### src/rtl/rec_play_ctrl_if.sv
// Transport-control bundle between the button/strobe sources and rec_play_ctrl.
// The master drives buttons and sample strobes; the slave returns address, mode and take status.
interface rec_play_ctrl_if #(
  parameter int unsigned ADDR_W = 18
);
  logic              play_btn;
  logic              record_btn;
  logic              stop_btn;
  logic              sample_wr;
  logic              sample_rd;
  logic [ADDR_W-1:0] addr;
  logic              record;
  logic              play;
  logic              paused;
  logic [ADDR_W:0]   rec_len;
  logic              full;
  logic [1:0]        state_o;

  modport master (
    output play_btn, record_btn, stop_btn, sample_wr, sample_rd,
    input  addr, record, play, paused, rec_len, full, state_o
  );

  modport slave (
    input  play_btn, record_btn, stop_btn, sample_wr, sample_rd,
    output addr, record, play, paused, rec_len, full, state_o
  );
endinterface

### src/rtl/rec_play_ctrl.sv
// Record/play transport controller: edge-detects buttons and sample strobes,
// owns the SRAM sample address and remembers the length of the last take.
module rec_play_ctrl #(
  parameter int unsigned ADDR_W  = 18,
  parameter int unsigned MAX_LEN = 262144,
  parameter bit          LOOP    = 1'b0
) (
  input  logic             clk,
  input  logic             reset,
  rec_play_ctrl_if.slave   bus
);
  localparam int unsigned LEN_W = ADDR_W + 1;

  localparam logic [1:0] S_IDLE   = 2'd0;
  localparam logic [1:0] S_RECORD = 2'd1;
  localparam logic [1:0] S_PLAY   = 2'd2;
  localparam logic [1:0] S_PAUSE  = 2'd3;

  logic [1:0]        r_state;
  logic [ADDR_W-1:0] r_addr;
  logic [LEN_W-1:0]  r_rec_len;
  logic              r_full;
  logic              r_record;
  logic              r_play;
  logic              r_paused;
  logic [4:0]        r_prev;

  logic [1:0]        w_state_nxt;
  logic [ADDR_W-1:0] w_addr_nxt;
  logic [LEN_W-1:0]  w_rec_len_nxt;
  logic              w_full_nxt;
  logic [4:0]        w_in;
  logic [4:0]        w_rise;
  logic              w_stop_ev;
  logic              w_rec_ev;
  logic              w_play_ev;
  logic              w_wr_ev;
  logic              w_rd_ev;
  logic [ADDR_W-1:0] w_addr_inc;

  assign w_in = {bus.stop_btn, bus.record_btn, bus.play_btn, bus.sample_wr, bus.sample_rd};
  assign w_rise = w_in & ~r_prev;

  // Only the highest-priority button event acts: stop > record > play.
  assign w_stop_ev  = w_rise[4];
  assign w_rec_ev   = w_rise[3] & ~w_rise[4];
  assign w_play_ev  = w_rise[2] & ~w_rise[3] & ~w_rise[4];
  assign w_wr_ev    = w_rise[1];
  assign w_rd_ev    = w_rise[0];
  assign w_addr_inc = r_addr + ADDR_W'(1);

  always_ff @(posedge clk) begin
    if (reset) begin
      r_state   <= S_IDLE;
      r_addr    <= '0;
      r_rec_len <= '0;
      r_full    <= 1'b0;
      r_record  <= 1'b0;
      r_play    <= 1'b0;
      r_paused  <= 1'b0;
      r_prev    <= 5'b11111;
    end else begin
      r_state   <= w_state_nxt;
      r_addr    <= w_addr_nxt;
      r_rec_len <= w_rec_len_nxt;
      r_full    <= w_full_nxt;
      r_record  <= (w_state_nxt == S_RECORD);
      r_play    <= (w_state_nxt == S_PLAY);
      r_paused  <= (w_state_nxt == S_PAUSE);
      r_prev    <= w_in;
    end
  end

  always_comb begin
    w_state_nxt   = r_state;
    w_addr_nxt    = r_addr;
    w_rec_len_nxt = r_rec_len;
    w_full_nxt    = r_full;
    case (r_state)
      S_IDLE: begin
        if (w_stop_ev) begin
          w_addr_nxt = '0;
        end else if (w_rec_ev) begin
          w_state_nxt = S_RECORD;
          w_addr_nxt  = '0;
          w_full_nxt  = 1'b0;
        end else if (w_play_ev && (r_rec_len != '0)) begin
          w_state_nxt = S_PLAY;
          w_addr_nxt  = '0;
        end
      end
      S_RECORD: begin
        // A sample landing with stop/record is counted before the take closes.
        if (w_wr_ev && (r_addr == ADDR_W'(MAX_LEN - 1))) begin
          w_state_nxt   = S_IDLE;
          w_addr_nxt    = '0;
          w_rec_len_nxt = LEN_W'(MAX_LEN);
          w_full_nxt    = 1'b1;
        end else if (w_stop_ev || w_rec_ev) begin
          w_state_nxt   = S_IDLE;
          w_addr_nxt    = '0;
          w_rec_len_nxt = LEN_W'(r_addr) + LEN_W'(w_wr_ev);
        end else if (w_wr_ev) begin
          w_addr_nxt = w_addr_inc;
        end
      end
      S_PLAY: begin
        if (w_stop_ev) begin
          w_state_nxt = S_IDLE;
          w_addr_nxt  = '0;
        end else if (w_play_ev) begin
          w_state_nxt = S_PAUSE;
        end else if (w_rd_ev) begin
          if ({1'b0, r_addr} == (r_rec_len - LEN_W'(1))) begin
            w_addr_nxt = '0;
            if (!LOOP) w_state_nxt = S_IDLE;
          end else begin
            w_addr_nxt = w_addr_inc;
          end
        end
      end
      default: begin
        if (w_stop_ev) begin
          w_state_nxt = S_IDLE;
          w_addr_nxt  = '0;
        end else if (w_play_ev) begin
          w_state_nxt = S_PLAY;
        end
      end
    endcase
  end

  assign bus.addr    = r_addr;
  assign bus.record  = r_record;
  assign bus.play    = r_play;
  assign bus.paused  = r_paused;
  assign bus.rec_len = r_rec_len;
  assign bus.full    = r_full;
  assign bus.state_o = r_state;
endmodule

### src/flat_wrapper.sv
// flat-port wrapper written by rule: the top's interface ports become plain ports
module rec_play_ctrl_flat 
#(
  parameter int unsigned ADDR_W  = 18,
  parameter int unsigned MAX_LEN = 262144,
  parameter bit          LOOP    = 1'b0
)
  (clk, reset, bus_play_btn, bus_record_btn, bus_stop_btn, bus_sample_wr, bus_sample_rd, bus_addr, bus_record, bus_play, bus_paused, bus_rec_len, bus_full, bus_state_o);
  rec_play_ctrl_if #(.ADDR_W(ADDR_W)) bus_i ();
  input  logic clk;
  input  logic reset;
  input wire logic [$bits(bus_i.play_btn)-1:0] bus_play_btn;
  input wire logic [$bits(bus_i.record_btn)-1:0] bus_record_btn;
  input wire logic [$bits(bus_i.stop_btn)-1:0] bus_stop_btn;
  input wire logic [$bits(bus_i.sample_wr)-1:0] bus_sample_wr;
  input wire logic [$bits(bus_i.sample_rd)-1:0] bus_sample_rd;
  output wire logic [$bits(bus_i.addr)-1:0] bus_addr;
  output wire logic [$bits(bus_i.record)-1:0] bus_record;
  output wire logic [$bits(bus_i.play)-1:0] bus_play;
  output wire logic [$bits(bus_i.paused)-1:0] bus_paused;
  output wire logic [$bits(bus_i.rec_len)-1:0] bus_rec_len;
  output wire logic [$bits(bus_i.full)-1:0] bus_full;
  output wire logic [$bits(bus_i.state_o)-1:0] bus_state_o;
  assign bus_i.play_btn = bus_play_btn;
  assign bus_i.record_btn = bus_record_btn;
  assign bus_i.stop_btn = bus_stop_btn;
  assign bus_i.sample_wr = bus_sample_wr;
  assign bus_i.sample_rd = bus_sample_rd;
  assign bus_addr = bus_i.addr;
  assign bus_record = bus_i.record;
  assign bus_play = bus_i.play;
  assign bus_paused = bus_i.paused;
  assign bus_rec_len = bus_i.rec_len;
  assign bus_full = bus_i.full;
  assign bus_state_o = bus_i.state_o;
  rec_play_ctrl #(.ADDR_W(ADDR_W), .MAX_LEN(MAX_LEN), .LOOP(LOOP)) u_core (.clk(clk), .reset(reset), .bus(bus_i));
endmodule
### config.mk
export PLATFORM = sky130hd
export DESIGN_NAME = rec_play_ctrl_flat
export DESIGN_NICKNAME = d
export VERILOG_FILES = /design/src/rtl/rec_play_ctrl_if.sv /design/src/rtl/rec_play_ctrl.sv /design/src/flat_wrapper.sv
export SDC_FILE = /design/constraint.sdc
export NUM_CORES = 1
export LEC_CHECK = 0
export ABC_AREA = 1
export CAP_MARGIN = 5
export CELL_PAD_IN_SITES_DETAIL_PLACEMENT = 1
export CELL_PAD_IN_SITES_GLOBAL_PLACEMENT = 1
export CORE_MARGIN = 3
export CORE_UTILIZATION = 35
export DETAILED_ROUTE_END_ITERATION = 12
export DONT_BUFFER_PORTS = 1
export PLACE_DENSITY_LB_ADDON = 0.1
export SYNTH_ARGS = -nofsm -noshare
export SYNTH_HDL_FRONTEND = slang
export SYNTH_SLANG_ARGS = --single-unit
export TNS_END_PERCENT = 1
### constraint.sdc
create_clock -name clk -period 6.8 [get_ports clk]
set_input_delay 1.36 -clock clk [delete_from_list [all_inputs] [get_ports clk]]
set_output_delay 1.36 -clock clk [all_outputs]
set_load 0.05 [all_outputs]
* Word level (Yosys, flattened, before mapping)
Cells that the tools add are included.
** Cells by class
- Reductions and logical operators :: 11
- Equality and inequality tests :: 14
- Divide/modulo/power cells :: 0
- Bitwise gates (word level) :: 7
- Multipliers :: 0
- Shift operators :: 0
- Muxes and demuxes :: 30
- $add $sub $neg :: 3
- Magnitude comparators :: 0
** Operators with widths (count)
- two-way mux 18 bit :: 11
- case mux 18 bit (3 select lines) :: 1
- two-way mux 19 bit :: 2
- two-way mux 2 bit :: 11
- adder 18 x 1 -> 19 bit :: 1
- equality test 18 x 19 -> 1 bit :: 1
- nonzero test 19 bit :: 1
- subtractor 19 x 1 -> 19 bit (second input constant) :: 1
- adder 18 x 1 -> 18 bit (second input constant) :: 1
- equality test 18 bit (second input constant) :: 1
- inequality test 4 x 1 -> 1 bit (second input constant) :: 2
- equality test 2 bit (second input constant) :: 3
- case mux 2 bit (3 select lines) :: 1
- bitwise AND 5 bit :: 1
- NOT 5 bit :: 1
- AND reduction 5 bit :: 1
- equality test 2 x 1 -> 1 bit (second input constant) :: 2
- inequality test 2 x 1 -> 1 bit (second input constant) :: 2
- AND reduction 4 bit :: 1
- nonzero test 2 bit :: 2
- nonzero test 4 bit :: 1
- bitwise AND 1 bit :: 3
- two-way mux 1 bit :: 3
- inequality test 3 x 1 -> 1 bit (second input constant) :: 1
- 8 further kinds :: 10
** Storage, ports and cells
- Bits of input ports :: 7
- Memories kept :: 0
- Word-level logic and storage cells :: 73
- Output and inout bits :: 43
- Bits in latches :: 0
- RAM bits :: 0
- Register bits :: 48
- ROM bits :: 0

* Logic depth before layout (Yosys ltp)
- Depth in word-level cells :: 11
- Gate-level depth with buffers :: 20
- Gate-level depth less buffers :: 20

* Worst setup path after synthesis
No wires, ideal clock.
- Path kind :: input port to flip-flop
- Start :: in bus_sample_wr
- End :: reg u_core.r_rec_len[18], in the netlist u_core.bus.rec_len[18]
- Cell stages on the path :: 13
- Data arrival time :: 3.083 ns
- Path buffers :: 0
- Path slack :: 3.655 ns
- Library setup time :: 0.061 ns
- Required time :: 6.739 ns
- Cells stage by stage :: inv_1 -> nor2_1 -> ha_1 -> ha_1 -> nand3_1 -> nor2_1 -> inv_1 -> nor2_1 -> inv_1 -> nor2_1 -> nand3_1 -> nor3_1 -> o221a_1
** Between the ends
- Cells in the longest elaborated chain, start to end :: 4
- Elaborated cells between the ends (all ways) :: 7
- Classes of those cells :: add/sub: 1; mux: 2; bitwise: 1; reduce/logical: 3
** Ends and longest elaborated chain
- from (decl) :: RTL line flat_wrapper.sv:15 : input wire logic [$bits(bus_i.sample_wr)-1:0] bus_sample_wr;
- bitwise AND 5 bit (*) :: RTL line rec_play_ctrl.sv:42 : assign w_rise = w_in & ~r_prev;
- adder 18 x 1 -> 19 bit or logical AND 1 bit (tied branches) :: RTL line rec_play_ctrl.sv:102, rec_play_ctrl.sv:94
- two-way mux 19 bit or nonzero test 2 bit (tied branches)
- two-way mux 19 bit or AND reduction 2 bit (tied branches)
- to (signal assigned) :: RTL line rec_play_ctrl.sv:65 : r_rec_len <= w_rec_len_nxt;
- to (decl) :: RTL line rec_play_ctrl.sv:21 : logic [LEN_W-1:0] r_rec_len;
Every way passes the cells marked *; elsewhere a longest branch is shown, timed or not. The select of a mux whose other input is x is not followed.
A chain may end at the register's enable or synchronous reset.

* Final worst setup path
Same ends and word-level chain as after synthesis.

==> results by group <==
Pwr
  • Flop pwr share: between 50 and 60%
  • Power Dens Cells: 150 nW/um^2
  • Switch share: roughly a quarter
  • Int Power: between 400 and 500 uW
  • Worst VDD drop: roughly 0.0001 V
  • Combinational share of power: around 8.6%
  • Part of the power in the clock network: between 30% and 40%
  • Switch Pwr: roughly 150 uW
  • Leak: roughly 0.0016 uW

Yosys
  • Number of enable flip-flop cells after synthesis: 0
  • Synth warn: 0
  • Compound-Gate Fraction of Synth Area: a little under an eighth
  • Main synth FF type: dfxtp_1
  • Top cells by count, synth: 168 x nand2_1, 73 x nor2_1, 56 x inv_1
  • Syn avg cell area: about 6.4 sq um
  • Synthesized instance count: between 500 and 600
  • Netlist Area Pre-Place: approximately 3700 sq um
  • Largest family of logic cells by synthesized area: simple AND/OR/NAND/NOR gates
  • Post-synth net total: roughly 600
  • Yosys cell types: 44
  • Register area share after synthesis: a little over a quarter
  • Synth area leader: dfxtp_1
  • Post-synth top area share: around a quarter
  • Top cells by area, synth: dfxtp_1 26%, nand2_1 17%, nor2_1 7.4%
  • Post-synth ARST share: 0%
  • Most frequent cell after synthesis: nand2_1
  • Adder-cell share of the synthesized area: 2.72%
  • Mux share of post-synthesis cell area: 0%
  • Synth Area in Simple Gates: between 40% and 50%
  • Synth Area in XOR/XNOR: 7.37%
  • #FFs+latches synth: 48

Placed design
  • IO Port Bufs: 0
  • Pre-CTS WS: roughly 3.3 ns
  • HPWL after detailed placement: about 9200 um
  • RePlAce Congestion: 0.919
  • Area after DPL: between 3000 and 4000 sq um

Timing
  • Final Hold Vio Count: 0
  • Clock skew: 0.0107 ns
  • Slew HR: about two fifths
  • Min Tclk post-route: ~3.2 ns
  • Max Fclk: roughly 310 MHz
  • Unrepaired setup endpoints after global routing: no
  • Worst setup margin: between 3 and 4 ns
  • Period utilization: a little under half
  • Final setup fails: 0
  • Slew Limit Fails: 0
  • Setup Total Neg Slack: 0 ns
  • Worst-Margin Slew: 0.896 ns

CTS
  • Clk root buf: clkbuf_8
  • Later-pin clock latency in the skew report: 0.32 ns
  • CTS tree: done
  • # Post-CTS Setup Buffers: 0
  • Post-CTS Resized: 0
  • CTS HTree Levels: 2
  • Max clock buf depth: 2
  • Hold_buf cts: 0
  • Clk sinks: 48
  • Total CTS buffers: 5
  • Reg clk slew, reported paths: approximately 0.10 ns

GRT
  • Overall Global Routing Usage: just over 20%
  • Global route overflow: 0
  • Largest net degree at the start of global routing: 34
  • Top Usage Layer GRT: met2
  • M3 GR Usage: ~3.6%
  • GR Util met1: 28.5%
  • Global-route wire length before repair: 19200 um
  • Vias in the first global route: between 3000 and 4000
  • Met2 Use GR: 33.8%
  • Initial antenna violation count: 0

Final layout
  • Layout cells sized above 1: 11.6%
  • N_diodes: 0
  • Final core utilization: 38.2%
  • Area grow syn2layout: 3.74%
  • Final nets: ~570
  • Fin area: approximately 3800 sq um

Worst setup path
  • Critical Path RT: ~7.1 ns
  • FF-to-FF setup slack: between 3 and 4 ns
  • Worst Setup Start Kind: primary input
  • R2r startpoint: u_core.bus.rec_len[0]
  • Worst flop-to-flop path endpoint: u_core.bus.paused
  • Cells on worst reg2reg path: 19
  • CP arrival: approximately 3.5 ns
  • CP endpoint kind: flip-flop
  • WS Path Type: primary input to flip-flop
  • Crit path max fanout: 4

Hold path
  • WHS Path Cells: 4
  • Hold EP: u_core.bus.rec_len[9]
  • Min-delay src: u_core.r_prev[3]
  • Hold Crit Class: flip-flop to flip-flop

Floorplanning
  • Starting density of the core: 36.8%
  • Die width: between 100 and 150 um
  • Die height: around 110 um
  • Rows: 36
  • # IOs: 50
  • Die ar.: about 12000 sq um
  • Total core area: 10000 sq um

Job
  • MaxCap Viol Count: 0

Drt
  • Iter 0 DRT Violations: 147
  • 1st-pass router iterations: 4
  • Via count: ~3500
  • Antenna-violating nets left: 0
  • Drc violations: 0
  • Vias per std cell: 5.06
  • Final WL: about 12000 um
  • Routed WL per cell: about 17 um

Outcome
  • Outcome: finished clean
[power by group through the flow]
stage | combinational (uW) | sequential, uW | clock [uW]
after floorplan | 48.4 | 301 | 0
after global placement | 48.9 | 302 | 0
after detailed placement | 49.8 | 302 | 0
after CTS | 50.0 | 295 | 233
after global routing | 55.7 | 296 | 245
final | 49.1 | 295 | 227
[logic make-up (layout without fill, tap and decap cells)]
| group | count (synthesis) | in the layout |
|---|---|---|
| and+or+nand+nor | 331 | 331 |
| buffers and inverters | 88 | 74 |
| xor gates and xnor gates | 31 | 31 |
| adders and majority gates | 8 | 8 |
| DFF | 48 | 48 |
| AOI/OAI and AO/OA | 66 | 66 |
[layout by cell type, fill, tap and decap left out, drive strengths merged, types with 2 or more instances in the layout]
master and count:
nand4 7, clkinv 2, clkbuf 6, nand3b 3, ha 8, xor2 22, nand3 50, nor3 7
a21oi 44, o21ai 15, xnor2 9, nand2 174, inv 65, dfxtp 48, or2 2, o21bai 2
and2 2, nor2 85
[critical path, stage by stage]
cell     delay (ns)
inv_1          0.03
nor2_1         0.33
ha_1           0.29
ha_1           0.20
nand3_1        0.17
nor2_1         0.20
inv_1          0.09
nor2_1         0.13
inv_1          0.09
nor2_1         0.14
nand3_1        0.12
nor3_1         0.16
o221a_1        0.19
[layer usage]
metal	part of all wire [%]	wire length (um)
met1	50	5750
met2	45	5250
met3	3.5	405
met4	1.6	187
met5	0	0
[how the worst max path moves through the flow]
stage / from / to / slack, ns / depth (start not counted)
after CTS: bus_sample_wr / u_core.bus.rec_len[18] / 3.60 / 13
after detailed placement: bus_sample_wr / u_core.bus.rec_len[18] / 3.26 / 13
after global routing: bus_sample_wr / u_core.bus.rec_len[18] / 3.32 / 13
after floorplan: bus_sample_wr / u_core.bus.rec_len[18] / 3.66 / 13
after global placement: bus_sample_wr / u_core.bus.rec_len[18] / 3.39 / 13
final: bus_sample_wr / u_core.bus.rec_len[18] / 3.59 / 13
[area by class of cell]
class                      count  area, sq um
fill                        1340         6180
multi-input combinational    436         2320
sequential                    48          961
inverter                      66          250
tap                          133          166
clock buffer                   6         82.6
clock inverter                 2         38.8
[flip-flops by register name, indices dropped and copies added, names as in the netlist]
register	flops
u_core.bus.paused	1
u_core.r_prev	5
u_core.bus.record	1
u_core.bus.state_o	2
u_core.bus.rec_len	19
u_core.bus.addr	18
u_core.bus.full	1
u_core.bus.play	1
[stage by stage]
| stage | instances | total power, uW | hold WS [ns] |
|---|---|---|---|
| after floorplan | 572 | 349 | 0.641 |
| final | 691 | 571 | 0.721 |
| after CTS | 691 | 578 | 0.716 |
| after detailed placement | 683 | 352 | 0.701 |
| after global placement | 683 | 351 | 0.702 |
| after global routing | 691 | 597 | 0.753 |
No activity file was read; power rests on OpenSTA's default activity.
